==> config.mk <==
export PLATFORM = sky130hd
export DESIGN_NAME = fetch_unit
export DESIGN_NICKNAME = d
export VERILOG_FILES = /design/src/rtl/cpu_pkg.sv /design/src/rtl/next_pc.sv /design/src/rtl/fetch_unit.sv
export SDC_FILE = /design/constraint.sdc
export NUM_CORES = 1
export LEC_CHECK = 0
export ABC_AREA = 1
export CORE_UTILIZATION = 47
export DETAILED_ROUTE_END_ITERATION = 10
export GPL_TIMING_DRIVEN = 0
export PLACE_DENSITY = 0.82
export SETUP_SLACK_MARGIN = 0.02
export SYNTH_ARGS = -nofsm -noshare
export SYNTH_HDL_FRONTEND = slang
export SYNTH_HIERARCHICAL = 1
export SYNTH_SLANG_ARGS = --single-unit
==> constraint.sdc <==
create_clock -name clock -period 2.1 [get_ports clock]
set_clock_uncertainty 0.1 [all_clocks]
set_input_delay 0.21 -clock clock [delete_from_list [all_inputs] [get_ports clock]]
set_output_delay 0.21 -clock clock [all_outputs]
set_load 0.005 [all_outputs]
==> src/rtl/cpu_pkg.sv <==
// cpu_pkg: shared next-PC select encodings, fetch FSM states and the nop word.
package cpu_pkg;
  typedef enum logic [1:0] {PC_PLUS4 = 2'b00, PC_BRANCH = 2'b01, PC_JALR = 2'b10} pc_sel_e;
  typedef enum logic [1:0] {IDLE = 2'b00, FETCH = 2'b01, VALID = 2'b10, HALT = 2'b11} fetch_state_e;
  localparam logic [31:0] NOP = 32'h0000_0013;
  function automatic logic word_aligned(input logic [31:0] a);
    return a[1:0] == 2'b00;
  endfunction
endpackage

==> src/rtl/next_pc.sv <==
// next_pc: combinational next-PC mux; select 11 falls back to PC+4.
module next_pc
  import cpu_pkg::*;
(
  input  logic [31:0] pc,
  input  logic [1:0]  sel,
  input  logic [31:0] branch_target,
  input  logic [31:0] jump_target,
  output logic [31:0] npc
);
  always_comb
    npc = (sel == PC_BRANCH) ? branch_target :
          (sel == PC_JALR)   ? {jump_target[31:1], 1'b0} : pc + 32'd4;
endmodule

==> src/rtl/fetch_unit.sv <==
// fetch_unit: non-prefetching instruction fetch; one request, one held instruction at a time.
module fetch_unit
  import cpu_pkg::*;
#(
  parameter logic [31:0] RESET_VECTOR = 32'h0000_0000
) (
  input  logic        clock,
  input  logic        reset_n,
  input  logic [1:0]  PC_select,
  input  logic [31:0] branch_target,
  input  logic [31:0] jump_target,
  output logic        imem_request,
  output logic [31:0] imem_address,
  input  logic        imem_ready,
  input  logic [31:0] imem_data,
  output logic [31:0] instruction,
  output logic [31:0] instruction_PC,
  output logic        instruction_valid,
  input  logic        instruction_ready,
  output logic        misaligned_fault,
  output logic [31:0] instret
);
  fetch_state_e state_q, state_d;
  logic [31:0] pc_q, npc;
  logic        fetch_done, retire;
  next_pc u_next_pc (
    .pc(pc_q),
    .sel(PC_select),
    .branch_target(branch_target),
    .jump_target(jump_target),
    .npc(npc)
  );
  assign fetch_done        = (state_q == FETCH) && imem_ready;
  assign retire            = (state_q == VALID) && instruction_ready;
  assign imem_request      = state_q == FETCH;
  assign imem_address      = pc_q;
  assign instruction_valid = state_q == VALID;
  always_comb begin
    state_d = state_q;
    if (state_q == IDLE) state_d = FETCH;
    else if (fetch_done) state_d = VALID;
    else if (retire) state_d = word_aligned(npc) ? FETCH : HALT;
  end
  always_ff @(posedge clock or negedge reset_n)
    if (!reset_n) begin
      state_q          <= IDLE;
      pc_q             <= RESET_VECTOR;
      instruction      <= NOP;
      instruction_PC   <= RESET_VECTOR;
      misaligned_fault <= 1'b0;
      instret          <= '0;
    end else begin
      state_q <= state_d;
      if (fetch_done) begin
        instruction    <= imem_data;
        instruction_PC <= pc_q;
      end
      if (retire) begin
        pc_q    <= npc;
        instret <= instret + 32'd1;
        if (!word_aligned(npc)) misaligned_fault <= 1'b1;
      end
    end
endmodule

==> results of run 1 <==
-- worst max-delay path, stage by stage (launching register included) --
cell,delay [ns]
dfrtp_1,0.46
ha_1,0.26
nand2_2,0.09
nor2_4,0.16
nand3_1,0.14
xnor2_1,0.17
nor2_1,0.05
o21ai_0,0.29
nand2_1,0.09
nand2_1,0.06
-- area by class of cell --
type / count / area (um^2) / share of cell area [%]
multi-input cells: 607 / 3360 / 32.8
flip-flops and latches: 131 / 3280 / 32.1
repair buffers: 233 / 2350 / 23.0
clock buffers: 20 / 457 / 4.46
inverters: 79 / 298 / 2.91
well taps: 184 / 230 / 2.25
plain buffers: 22 / 136 / 1.33
clock inverters: 12 / 131 / 1.28
-- report_power, final --
group / leakage (uW) / switching [uW] / internal, uW
clock: 0.000290 / 1120 / 1810
combinational: 0.00278 / 1600 / 2710
sequential: 0.00165 / 941 / 3450
-- cell families (layout without fill, tap and decap cells) --
group                      Yosys count  in the layout  synth area share [%]
adders and majority gates            2              2                 0.354
buffers and inverters              101            366                  6.14
AOI/OAI and AO/OA                   37             37                  3.24
muxes                               62             62                  10.6
and+or+nand+nor                    484            484                  30.5
DFF                                131            131                  46.4
xor gates and xnor gates            22             22                  2.72
-- worst min-delay path by stage --
stage / cells past startpoint / from / slack, ns / end
CTS: 2 / reset_n / 0.26 / instruction[7]
detailed placement: 1 / reset_n / 0.14 / instruction[5]
floorplan: 0 / reset_n / -0.19 / imem_address[0]
finish: 2 / reset_n / 0.27 / instruction[5]
global route: 2 / imem_data[4] / 0.29 / instruction[4]
global placement: 2 / misaligned_fault / 0.35 / misaligned_fault
-- flip-flops by register name, summed over array words and instances, names as in the netlist --
signal	count
imem_address	32
instret	32
instruction	32
instruction_PC	32
misaligned_fault	1
state_q	2
-- timing repair --
action | 4_1_cts | 5_1_grt
endpoints found under the hold margin | 61 | 0
gates resized for setup | 0 | 1
hold buffers | 1 | 0
setup endpoints to repair | 0 | 2
setup buffers | 0 | 0
-- Yosys cell counts, types with 4 or more instances --
master      n  area [um^2]
nand4_1    13         81.3
a22o_1      7         61.3
mux2_4     14          210
nand3_1    69          345
nor3_1      5         25.0
xnor2_1    13          114
nand2_2     8         50.1
a21oi_1     7         35.0
dfrtp_1   128         3200
buf_2      13         65.1
mux2_2     48          541
o21ai_0    15         75.1
inv_1      75          282
nand2_1   293         1100
nor2_2      8         50.1
o211ai_1    4         30.0
xor2_1      9         78.8
nor2_4      7         78.8
nor2_1     66          248
buf_4       4         30.0
-- per-stage QoR --
step / instance area, um^2 / setup WS [ns] / total power, uW
2_1_floorplan: 7070 / 0.457 / 6080
3_3_place_gp: 9610 / -4.57 / 8570
3_5_place_dp: 9640 / -0.191 / 8750
4_1_cts: 10200 / 0.189 / 11700
5_1_grt: 10200 / 0.0588 / 12300
6_report: 10200 / 0.181 / 11600
-- layer usage --
| layer | vias to the layer above | track usage [%] | part of all wire (%) |
|---|---|---|---|
| met4 | 0 | 11.3 | 2.7 |
| met5 | - | 0 | 0 |
| met2 | 252 | 45.3 | 49 |
| met3 | 46 | 5.93 | 6.4 |
| li1 | 3192 | - | - |
| met1 | 3070 | 34.1 | 41 |
==> summary.txt, run 1 <==
Vias: 6560
DRC viols: 0
Relative slew slack: 59.9%
Status: finished, final reports clean
Startpoint Class: register
Yosys cell types: 37
Count of final setup violators: 0
CTS max path bufs: 2
Max rail drop VDD: 0.000662 V
Largest net degree at the start of global routing: 69
Die Y: 125 um
Final Non-Filler Cells: 1288
R2r startpoint: imem_address[3]
# IOs: 233
Post-synthesis instance area: 7070 um^2
Min Hold Slack: 0.266 ns
FF+latch count, synth: 131
Max-cap violations: 0
Reg2reg end: imem_address[8]
Clk_lat worst skew: 0.41 ns
RePlAce Congestion: 0.947
Power Density: 1140 nW/um^2
Most frequent cells in the layout: nand2_1, clkdlybuf4s50_1, dfrtp_1
Core area: 14600 um^2
Fin util: 70.2%
Critical path startpoint: imem_address[3]
FF-to-FF path depth: 9
Vias in the first global route: 6397
Port-buffer cells: 231
Req. time, crit path: 2.35 ns
CTS sink count: 131
H-Tree Depth: 4
Layout cell share with drive strength beyond 1: 14.3%
Most common cell after layout, fill and taps aside: nand2_1
Placed Cells: 1255
Register area share after synthesis: 46.4%
Via-to-Cell Ratio: 5.09
Critical path data arrival time: 2.17 ns
CTS tree: built
Worst-Margin Slew: 0.601 ns
Fmax: 521 MHz
Fin crit share: 91.4%
Tot GR Track Use: 27.2%
Cell count after synthesis: 839
Class of the worst hold path: input pin to async pin
Drt wl/cell: 15.9 um
Setup TNS: 0 ns
Root Buffer: clkbuf_16
Initial Utilization: 48.5%
Post-synth EDFFs: 0
Antenna Nets Post-Route: 0
# fillers: 1181
Minimum clock period: 1.92 ns
Final net count: 1195
Warnings, synthesis: 6
RSZ-0062 raised after global routing: no
Mapped Nets: 943
Worst setup endpoint: imem_address[8]
Worst setup path category: register to register
DRT Pass-1 Iters: 5
Synth Flop Type: dfrtp_1
Async SR Flop Fraction: 100%
Final-report max-slew violation count: 0
Register clock-pin slew on the reported worst setup and hold paths: 0.06 ns
Die area: 15500 um^2
# diodes: 0
Die width: 125 um
Critical Path Fanout Max: 5
Detailed placement HPWL: 15.3 mm
CTS buffer count: 17
P&R area growth vs syn: 44.8%
CP Capture Type: register
WL final: 20.5 mm
Leakage: 0.00472 uW
Avg Inst Size Synth: 8.43 um^2
First-pass GRT wire length: 33.2 mm
Initial antenna violation count: 0
Row cnt: 44
Starting DRC count in detailed routing: 395
FF-to-FF setup slack: 0.18 ns
GR Overflow Total: 0
Hold Violations, Final: 0
(Power assumes the default switching activity.)
==> inputs of run 2 (changes only) <==
TNS_END_PERCENT = 50   (was default)
==> results of run 2 <==
Same layout as run 1: the final DEF is identical, and so are final timing and power.
==> inputs of run 3 (changes only) <==
CORE_UTILIZATION = 25   (was 47)
PLACE_DENSITY = default   (was 0.82)
==> run 3 against run 2 <==
Design area grew 2.7%. Clock power is 4% higher. Setup slack got worse by 0.037 ns. Power increased by 1.6%. Largest cell class unchanged. Critical endpoint is now state_q[1].
==> summary.txt, run 3 (synthesized netlist as in run 1, its figures left out) <==
First-pass GRT wire length: 36.6 mm
Fmax: 511 MHz
P&R area growth vs syn: 48.8%
Starting DRC count in detailed routing: 356
Most frequent cells in the layout: nand2_1, clkdlybuf4s50_1, dfrtp_1
Max rail drop VDD: 0.000462 V
Class of the worst hold path: input pin to async pin
Clock power frac: 25.9%
CTS buffer count: 17
Most used cell along the critical path: nand3_1
Critical path data arrival time: 2.14 ns
Most common cell after layout, fill and taps aside: nand2_1
Sequential Power Share: 36.9%
Final-report max-slew violation count: 0
Layout cell share with drive strength beyond 1: 14.9%
Clk_lat worst skew: 0.43 ns
Internal power: 7990 uW
Die Y: 170 um
FF-to-FF path depth: 10
Met1 GRT Util: 21.7%
Via-to-Cell Ratio: 4.40
Final net count: 1199
Max-cap violations: 0
Drt wl/cell: 15.7 um
Relative slew slack: 57.4%
Initial antenna violation count: 0
R2r startpoint: imem_address[2]
CTS sink count: 131
FF/Latch Area: 3280 um^2
Detailed placement HPWL: 17.5 mm
Critical path startpoint: PC_select[1]
Startpoint Class: input pin
Final Non-Filler Cells: 1486
Die width: 170 um
# fillers: 2865
Sw frac: 32.4%
Row cnt: 61
CP Cell Sequence: clkdlybuf4s50_1 > inv_2 > nand2_4 > inv_1 > buf_2 > buf_4 > nand2_1 > nand3_1 > o21ai_1 > nand3_1
# IOs: 233
Power Density: 1120 nW/um^2
DRT Pass-1 Iters: 4
Worst-Margin Slew: 0.639 ns
Reg2reg end: imem_address[12]
Minimum clock period: 1.96 ns
GR Overflow Total: 0
Antenna Nets Post-Route: 0
Global route hottest layer: met2
Crit-path max cell delay: 0.53 ns
Worst setup path category: input pin to register
Root Buffer: clkbuf_16
Critical Path Fanout Max: 10
Combinational Power Share: 37.2%
Placed Cells: 1449
Vias in the first global route: 6482
P_sw: 3830 uW
Count of final setup violators: 0
Die area: 29000 um^2
Req. time, crit path: 2.29 ns
CTS max path bufs: 2
H-Tree Depth: 4
Status: finished, final reports clean
Multi-input gate area: 3360 um^2
Initial Utilization: 25.5%
WL final: 23.4 mm
CP Capture Type: register
RePlAce Congestion: 0.820
DRC viols: 0
Fin crit share: 93.2%
Tot GR Track Use: 16.6%
RSZ-0062 raised after global routing: no
Crit path max-delay cell type: clkdlybuf4s50_1
Core area: 27800 um^2
Leakage: 0.00473 uW
Vias: 6543
Hold Violations, Final: 0
# diodes: 0
Port-buffer cells: 231
FF-to-FF setup slack: 0.17 ns
Min Hold Slack: 0.230 ns
CTS tree: built
Largest net degree at the start of global routing: 70
Register clock-pin slew on the reported worst setup and hold paths: 0.06 ns
Grt met3 use: 4.12%
Grt met2 use: 27.0%
[run 3: how the worst max path moves through the flow]
stage	end	slack (ns)	depth (start not counted)
floorplan	imem_address[28]	0.46	12
CTS	state_q[1]	0.07	10
global placement	instruction[15]	-5.05	1
global route	imem_address[28]	0.02	12
detailed placement	state_q[1]	-0.36	10
finish	state_q[1]	0.14	10
[run 3: cell type report]
type / count / share of cell area [%]
buffer: 22 / 1.30
clock buffer: 18 / 4.17
tap: 378 / 4.49
multi-input combinational: 607 / 31.9
inverter: 79 / 2.83
clock inverter: 14 / 1.46
sequential: 131 / 31.2
timing repair buffer: 237 / 22.6
[run 3: what timing repair did]
item	in CTS	in global routing
hold buffers	1	0
resized for setup	0	4
endpoints found under the setup margin	0	10
endpoints found under the hold margin	60	0
buffers inserted	0	4
[run 3: power groups by stage]
stage          Clock (uW)  Sequential (uW)  Combinational [uW]
2_1_floorplan           0             4260                1820
3_3_place_gp            0             4400                4340
3_5_place_dp            0             4430                4370
4_1_cts              3150             4390                4400
5_1_grt              3270             4530                4840
6_report             3060             4360                4400
[run 3: metal layers]
layer	vias to the layer above	share of wire, %	wire length [um]
li1	3201	-	-
met1	3120	45	10600
met2	203	47	10900
met3	19	6.7	1570
met4	0	1.5	351
met5	-	0	0
[run 3: critical path: cells and delay by family]
family	cells	cell delay [ns]
AOI/OAI and AO/OA	1	0.22
buffers and inverters	5	1.24
and+or+nand+nor	4	0.46
[run 3: stage by stage]
stage	setup TNS [ns]	instance area (um^2)	power, uW	setup WS (ns)	util (%)
2_1_floorplan	0	7070	6080	0.457	-
3_3_place_gp	-654.16	9860	8740	-5.05	35.5
3_5_place_dp	-2.04	9890	8810	-0.361	35.6
4_1_cts	0	10500	11900	0.0749	37.8
5_1_grt	0	10500	12600	0.0160	37.9
6_report	0	10500	11800	0.144	37.9
